**src/rtl/pc_fetch_sequencer.sv**
```systemverilog
// Program-counter sequencer and instruction-fetch controller for the multi-cycle MIPS core.
// Define PC_BRANCH_DELAY_SLOT_EN to build with MIPS branch-delay-slot semantics.
module pc_fetch_sequencer #(
    parameter logic [31:0] RESET_VECTOR = 32'h0000_0000
) (
    input  logic        clk,
    input  logic        rst_n,
    output logic        imem_req,
    output logic [31:0] imem_addr,
    input  logic        imem_ack,
    input  logic [31:0] imem_rdata,
    output logic        inst_valid,
    output logic [31:0] inst,
    output logic [31:0] inst_pc,
    input  logic        inst_ready,
    input  logic        redirect_valid,
    input  logic [1:0]  redirect_type,
    input  logic [31:0] redirect_pc,
    input  logic [31:0] redirect_imm,
    output logic        misalign_err
);
    typedef enum logic [1:0] {S_FETCH, S_HOLD, S_DISCARD} state_t;

    localparam logic [1:0] RT_BRANCH = 2'b00;
    localparam logic [1:0] RT_JUMP   = 2'b01;
    localparam logic [1:0] RT_JR     = 2'b10;
    localparam logic [1:0] RT_RSVD   = 2'b11;

    state_t      state, state_nxt;
    logic [31:0] pc, pc_nxt;   // next address to fetch once the current fetch retires
    logic [31:0] addr_nxt, inst_nxt, inst_pc_nxt;
    logic [31:0] link_pc, target;
    logic        jr_misaligned, take, req_int;
`ifdef PC_BRANCH_DELAY_SLOT_EN
    logic        pend, pend_nxt;
    logic [31:0] pend_tgt, pend_tgt_nxt;
`endif

    always_comb begin
        link_pc       = redirect_pc + 32'd4;
        jr_misaligned = redirect_valid && (redirect_type == RT_JR) && (redirect_imm[1:0] != 2'b00);
        take          = redirect_valid && (redirect_type != RT_RSVD) && !jr_misaligned;
        case (redirect_type)
            RT_BRANCH: target = link_pc + {redirect_imm[29:0], 2'b00};
            RT_JUMP:   target = {link_pc[31:28], redirect_imm[25:0], 2'b00};
            default:   target = redirect_imm;
        endcase
    end

    always_comb begin
        // NOTE: every signal this block drives gets a default first, so no path can infer a latch.
        state_nxt   = state;
        pc_nxt      = pc;
        addr_nxt    = imem_addr;
        inst_nxt    = inst;
        inst_pc_nxt = inst_pc;
        req_int     = 1'b0;
        inst_valid  = 1'b0;
`ifdef PC_BRANCH_DELAY_SLOT_EN
        pend_nxt     = pend;
        pend_tgt_nxt = pend_tgt;
        case (state)
            S_HOLD: begin
                inst_valid = 1'b1;
                if (inst_ready) begin
                    // The word leaving now is the delay slot (or plain sequential code).
                    addr_nxt  = take ? target : (pend ? pend_tgt : pc);
                    pend_nxt  = 1'b0;
                    state_nxt = S_FETCH;
                end else if (take) begin
                    pend_nxt     = 1'b1;
                    pend_tgt_nxt = target;
                end
            end
            default: begin
                req_int = 1'b1;
                if (take) begin
                    pend_nxt     = 1'b1;
                    pend_tgt_nxt = target;
                end
                if (imem_ack) begin
                    inst_nxt    = imem_rdata;
                    inst_pc_nxt = imem_addr;
                    pc_nxt      = imem_addr + 32'd4;
                    state_nxt   = S_HOLD;
                end
            end
        endcase
`else
        case (state)
            S_FETCH: begin
                req_int = 1'b1;
                if (take) begin
                    pc_nxt = target;
                    // A request is never aborted: without ack, ride it out in DISCARD.
                    if (imem_ack) addr_nxt  = target;
                    else          state_nxt = S_DISCARD;
                end else if (imem_ack) begin
                    inst_nxt    = imem_rdata;
                    inst_pc_nxt = imem_addr;
                    pc_nxt      = imem_addr + 32'd4;
                    state_nxt   = S_HOLD;
                end
            end
            S_HOLD: begin
                inst_valid = !take;
                if (take) begin
                    pc_nxt    = target;
                    addr_nxt  = target;
                    state_nxt = S_FETCH;
                end else if (inst_ready) begin
                    addr_nxt  = pc;
                    state_nxt = S_FETCH;
                end
            end
            default: begin
                req_int = 1'b1;
                if (take) pc_nxt = target;
                if (imem_ack) begin
                    addr_nxt  = take ? target : pc;
                    state_nxt = S_FETCH;
                end
            end
        endcase
`endif
    end

    always_ff @(posedge clk or negedge rst_n) begin
        if (!rst_n) begin
            state        <= S_FETCH;
            pc           <= RESET_VECTOR;
            imem_addr    <= RESET_VECTOR;
            inst         <= 32'd0;
            inst_pc      <= 32'd0;
            misalign_err <= 1'b0;
`ifdef PC_BRANCH_DELAY_SLOT_EN
            pend         <= 1'b0;
            pend_tgt     <= 32'd0;
`endif
        end else begin
            // NOTE: state uses non-blocking assignments so every flop samples pre-edge values.
            state        <= state_nxt;
            pc           <= pc_nxt;
            imem_addr    <= addr_nxt;
            inst         <= inst_nxt;
            inst_pc      <= inst_pc_nxt;
            misalign_err <= jr_misaligned;
`ifdef PC_BRANCH_DELAY_SLOT_EN
            pend         <= pend_nxt;
            pend_tgt     <= pend_tgt_nxt;
`endif
        end
    end

    // Reset must drop an outstanding request at once, not at the next edge.
    assign imem_req = req_int & rst_n;

endmodule

```
**config.mk**
```make
export PLATFORM = sky130hd
export DESIGN_NAME = pc_fetch_sequencer
export DESIGN_NICKNAME = d
export VERILOG_FILES = /design/src/rtl/pc_fetch_sequencer.sv
export SDC_FILE = /design/constraint.sdc
export NUM_CORES = 1
export LEC_CHECK = 0
export CAP_MARGIN = 20
export CORE_MARGIN = 2
export CORE_UTILIZATION = 49
export CTS_BUF_LIST = sky130_fd_sc_hd__clkbuf_4 sky130_fd_sc_hd__clkbuf_8
export DETAILED_ROUTE_END_ITERATION = 10
export DONT_BUFFER_PORTS = 1
export GPL_TIMING_DRIVEN = 0
export SKIP_LAST_GASP = 1
export SYNTH_ARGS = -nofsm -noshare
export SYNTH_HDL_FRONTEND = slang
export SYNTH_SLANG_ARGS = --single-unit
```
**constraint.sdc**
```tcl
create_clock -name clk -period 3.3 [get_ports clk]
set_clock_uncertainty 0.2 [all_clocks]
set_input_delay 0.495 -clock clk [delete_from_list [all_inputs] [get_ports clk]]
set_output_delay 0.495 -clock clk [all_outputs]
set_load 0.005 [all_outputs]
```
After elaboration in Yosys (flattened, before gate mapping)
Cells that the tools add are included.

operators by class
  muxes and demuxes = 20
  equality and inequality tests = 9
  bitwise operators = 2
  add/sub/neg operators = 3
  reductions and logical operators = 14

operators by type and width
  operator               number
  $mux 32                9
  $pmux 32 s2            2
  $add 32x3->32 const B  2
  $add 32x32->32         1
  $mux 2                 6
  $ne 3x3->1 const B     3
  $reduce_and 4->1       2
  $ne 2x2->1 const B     3
  $eq 2x1->1 const B     2
  $logic_and 1x1->1      4
  $logic_not 2->1        2
  $pmux 2 s2             1
  $reduce_bool 2->1      2
  $reduce_and 3->1       1
  $reduce_bool 3->1      1
  $eq 2x2->1 const B     1
  $logic_not 1->1        2
  $mux 1                 2
  $and 1x1->1            1
  $not 1->1              1

storage, ports and cells
  input port bits = 103
  output and inout port bits = 99
  logic and storage cells = 54
  register bits = 131

Longest topological paths before layout
  depth in word-level cells = 8
  depth in mapped cells = 16
  mapped depth without buffers = 15

Worst setup path after synthesis
Ideal clock, no wire load.

  path type = input to register
  start = input redirect_pc[7]
  end = register pc[31]
  stages on the path = 14
  library setup time = 126 ps
  data required time = 2974 ps
  buffers on the path = 0
  arrival = 3341 ps
  setup slack = -367 ps
  path through = and4_1 -> nand3_1 -> nor3_1 -> nand4_1 -> xnor2_1 -> ha_1 -> a21o_1 -> o21bai_1 -> nor2_1 -> o21ai_2 -> a2111oi_2 -> or4_1 -> a21boi_1 -> a311o_1

between the ends
  word-level cells in the longest chain between the ends = 5
  elaborated cells between the ends (all ways) = 6
  classes of those cells = add/sub (2); mux (4)

ends and longest elaborated chain
  element                            RTL line      source
  from (decl)                        18            input logic [31:0] redirect_pc,
  $add 32x3->32 *                    40            link_pc = redirect_pc + 32'd4;
  $add 32x32->32                     44            RT_BRANCH: target = link_pc + {redirect_imm[29:0], 2'b00};
  $pmux 32 s2 *                      43            case (redirect_type)
  $mux 32, on equally long branches  107, 118, 93
  $mux 32 *                          --
  to (signal assigned)               143           pc <= pc_nxt;
  to (decl)                          30            logic [31:0] pc, pc_nxt;

Mark *: on every way between the ends. The rest lies on a longest branch, timed or not.
A chain may end at the register's enable or synchronous reset.

Worst setup path in the final report
  start = input redirect_pc[13]
  end = register pc[27]

between the ends
  word-level cells in the longest chain between the ends = 5
  elaborated cells between the ends (all ways) = 6
  classes of those cells = add/sub (2); mux (4)

ends and longest elaborated chain
  element                            RTL line
  $add 32x3->32 *                    40
  $add 32x32->32 *                   44
  $pmux 32 s2 *                      43
  $mux 32, on equally long branches  107, 118, 93
  $mux 32 *                          --

Marked as above.

==> key figures <==
Global route
  – First-pass GRT wire length: 41600 microns
  – Vias in the first global route: 7645
  – GRT Total Usage: 28.8%
  – Antenna violations before repair: 0
  – Largest net degree at the start of global routing: 133
  – Grt ovf: 0

Logic synthesis
  – EDFF count, synth: 0
  – Net Count, Synth: 1119
  – Sequential share of the synthesized area: 37.3%
  – Synthesized flop and latch total: 131
  – Number of synthesis warnings: 0
  – Cells after synthesis: 979
  – Mapped Area: 8780 sq um
  – FFs w/ async S/R, synth: 100%
  – Syn Area/Cell: 8.97 sq um
  – Unique masters post-synth: 72
  – Most used DFF post-synth: dfrtp_1

Floorplanning
  – I/O Pins: 202
  – # rows: 48
  – DIE AREA: 19000 sq um
  – Die Width: 138 microns
  – Die H: 138 microns
  – Core area: 17400 sq um
  – Initial core utilization: 50.4%

Routing
  – Total wire length: 27600 microns
  – Number of remaining DRC errors: 0
  – Drt first pass iters: 5
  – Antenna-violating nets left: 0
  – WL/cell: 21.4 microns
  – Drt via density: 6.08
  – Vias: 7859
  – Initial DRC count: 688

Hold path
  – Hold Path Class: input pin to asynchronous set/reset pin

Layout
  – Share of layout cells above drive strength 1: 21.4%
  – Most common cell after layout, fill and taps aside: dfrtp_1
  – Area delta synth->final: 20.5%
  – Antenna cells: 0
  – Commonest non-fill, non-tap cells in the layout: dfrtp_1 (131), nand2_1 (101), mux2_2 (66)
  – NumNets Final: 1194

Critical path
  – CP cell instances: and4_4 -> nand4_1 -> buf_6 -> nor3_4 -> nand4_1 -> xnor2_2 -> ha_4 -> a21o_1 -> o21bai_4 -> a21oi_4 -> nor3b_2 -> a221o_1 -> xor2_1 -> a21oi_2 -> o32ai_2
  – Critical path's top delay family: compound AO/OA/AOI/OAI gates
  – Worst setup EP type: flop
  – Worst endpoint required time: 3.41 ns
  – Delay of the slowest cell on the worst path: 0.34 ns
  – Worst Path Max Fanout: 6
  – Crit path buffers/inverters: 1
  – Setup crit start kind: input pin
  – Arrival @ worst endpoint: 3.49 ns
  – CP Class: input pin to flop
  – Slowest-stage cell, CP: a221o_1
  – Most common cell on crit path: nand4_1

Power and ir drop
  – Tot Pwr: 6.30 mW
  – VDD IR max: 0.344 mV
  – Pleak: 4.21 nW
  – PD cells: 595 nW/um^2

STA
  – Final worst slack: -0.0843 ns
  – Min Hold Slack: -0.456 ns
  – Tmin final: 3.38 ns
  – Endpoints failing setup: 5
  – Period utilisation layout: 103%
  – Max_slew headroom: 32.8%
  – RSZ-0062 raised after global routing: yes
  – Pins Over Slew Limit: 0
  – Final Hold Viols: 131
  – Slew @ Worst Pin: 1.00 ns
  – Fmax: 0.295 GHz

Status
  – Status: complete, but fails checks
  – Failing checks: hold timing, setup timing

Clock tree
  – H-tree levels: 4
  – Clock sink count: 131
  – CTS buffer count: 17
  – CTS tree: done
  – Max clock buf depth: 2
  – Root Driver: clkbuf_8
  – Clk slew on worst S/H paths: 0.08 ns
  – Insertion delay to the later sink of the worst-skew pair: 0.44 ns

Placement
  – Post-DP HPWL: 20300 microns
  – GP Congestion: 0.912
  – Port bufs: 0

Job
  – Max_cap viols: 0
==> cell usage after synthesis, types with 13 or more instances <==
| library cell | count | area [sq um] |
|---|---|---|
| dfrtp_1 | 131 | 3280 |
| nand2_1 | 105 | 394 |
| a21oi_1 | 78 | 390 |
| mux2_2 | 66 | 743 |
| nor2_1 | 61 | 229 |
| o21ai_0 | 56 | 280 |
| clkbuf_1 | 42 | 158 |
| nand3_1 | 37 | 185 |
| xnor2_1 | 37 | 324 |
| ha_1 | 36 | 450 |
| xor2_1 | 32 | 280 |
| o21ai_1 | 24 | 120 |
| o211ai_1 | 23 | 173 |
| and3_1 | 21 | 131 |
| inv_1 | 21 | 78.8 |
| nand4_1 | 19 | 119 |
| o21a_1 | 15 | 113 |
| a31oi_1 | 13 | 81.3 |
==> cell type report <==
type | instances | area (sq um)
clock inverter | 13 | 160
multi-input combinational | 771 | 5760
buffer | 49 | 210
clock buffer | 19 | 249
sequential | 131 | 3280
inverter | 23 | 86.3
timing repair buffer | 61 | 563
fill | 1542 | 6830
tap | 225 | 282
==> kinds of logic (layout without fill, tap and decap cells) <==
kind of cell / count (synthesis) / in the layout / share of synthesized area [%]
fa+ha+maj: 37 / 37 / 5.36
xor+xnor: 69 / 69 / 6.88
mux: 77 / 77 / 9.73
compound gates: 282 / 282 / 20.5
flops: 131 / 131 / 37.3
buf+inv: 77 / 165 / 3.40
simple gates: 306 / 306 / 16.8
==> through the flow <==
| stage | instance area, sq um | instances | TNS, ns | util, % | setup WS (ns) |
|---|---|---|---|---|---|
| finish | 10600 | 1292 | -0.218 | 60.8 | -0.0843 |
| global route | 10600 | 1292 | -1.33 | 60.8 | -0.221 |
| CTS | 10000 | 1271 | -0.212 | 57.6 | -0.0727 |
| detailed placement | 9130 | 1204 | -13.65 | 52.4 | -0.797 |
| global placement | 9130 | 1204 | -13.91 | 52.4 | -0.808 |
| floorplan | 8850 | 979 | -0.460 | - | -0.176 |
==> routing by layer <==
layer | wire [microns] | up-vias | GRT usage, %
li1 | - | 3699 | -
met1 | 11500 | 3767 | 38.3
met2 | 13200 | 356 | 47.1
met3 | 2360 | 37 | 6.51
met4 | 500 | 0 | 8.16
met5 | 0 | - | 0
==> timing repair <==
item	in CTS	in global routing
hold buffers	32	2
resized for setup	27	79
endpoints found under the setup margin	13	22
hold endpoints to repair	163	133
setup buffers	7	20
pin swaps	23	61
==> worst paths after layout <==
path,from,to,slack (ns),cells past startpoint
max in group asynchronous,rst_n,pc[10]$_DFFE_PN0N_,3.12,0
min in group clk,redirect_imm[0],misalign_err$_DFF_PN0_,0.03,1
max,redirect_pc[13],pc[27]$_DFFE_PN0N_,-0.08,15
max reg2reg,imem_addr[4]$_DFFE_PN0P_,pc[31]$_DFFE_PN0N_,0.33,8
min reg2reg,inst_pc[5]$_DFFE_PN0P_,inst_pc[5]$_DFFE_PN0P_,0.33,1
min,rst_n,imem_addr[12]$_DFFE_PN0P_,-0.46,0
==> worst reg2reg max path, stage by stage (launching register included) <==
cell and delay (ns):
dfrtp_1 0.36, buf_2 0.19, nand4_1 0.26, nor3_2 0.49, and3_1 0.33, nand2_1 0.17
or3_1 0.37, a311oi_1 0.37, a311o_1 0.18
==> sequential cells by signal (all words and copies together) (netlist names) <==
register / flops
state: 2
inst_pc: 32
imem_addr: 32
inst: 32
misalign_err: 1
pc: 32
==> report_power, final <==
part	leakage [nW]	internal, mW	switching, mW
registers	1.55	2.22	0.654
clock network	0.195	0.761	0.646
logic	2.47	0.961	1.06
Note: power is estimated with default switching activity, not from simulation.
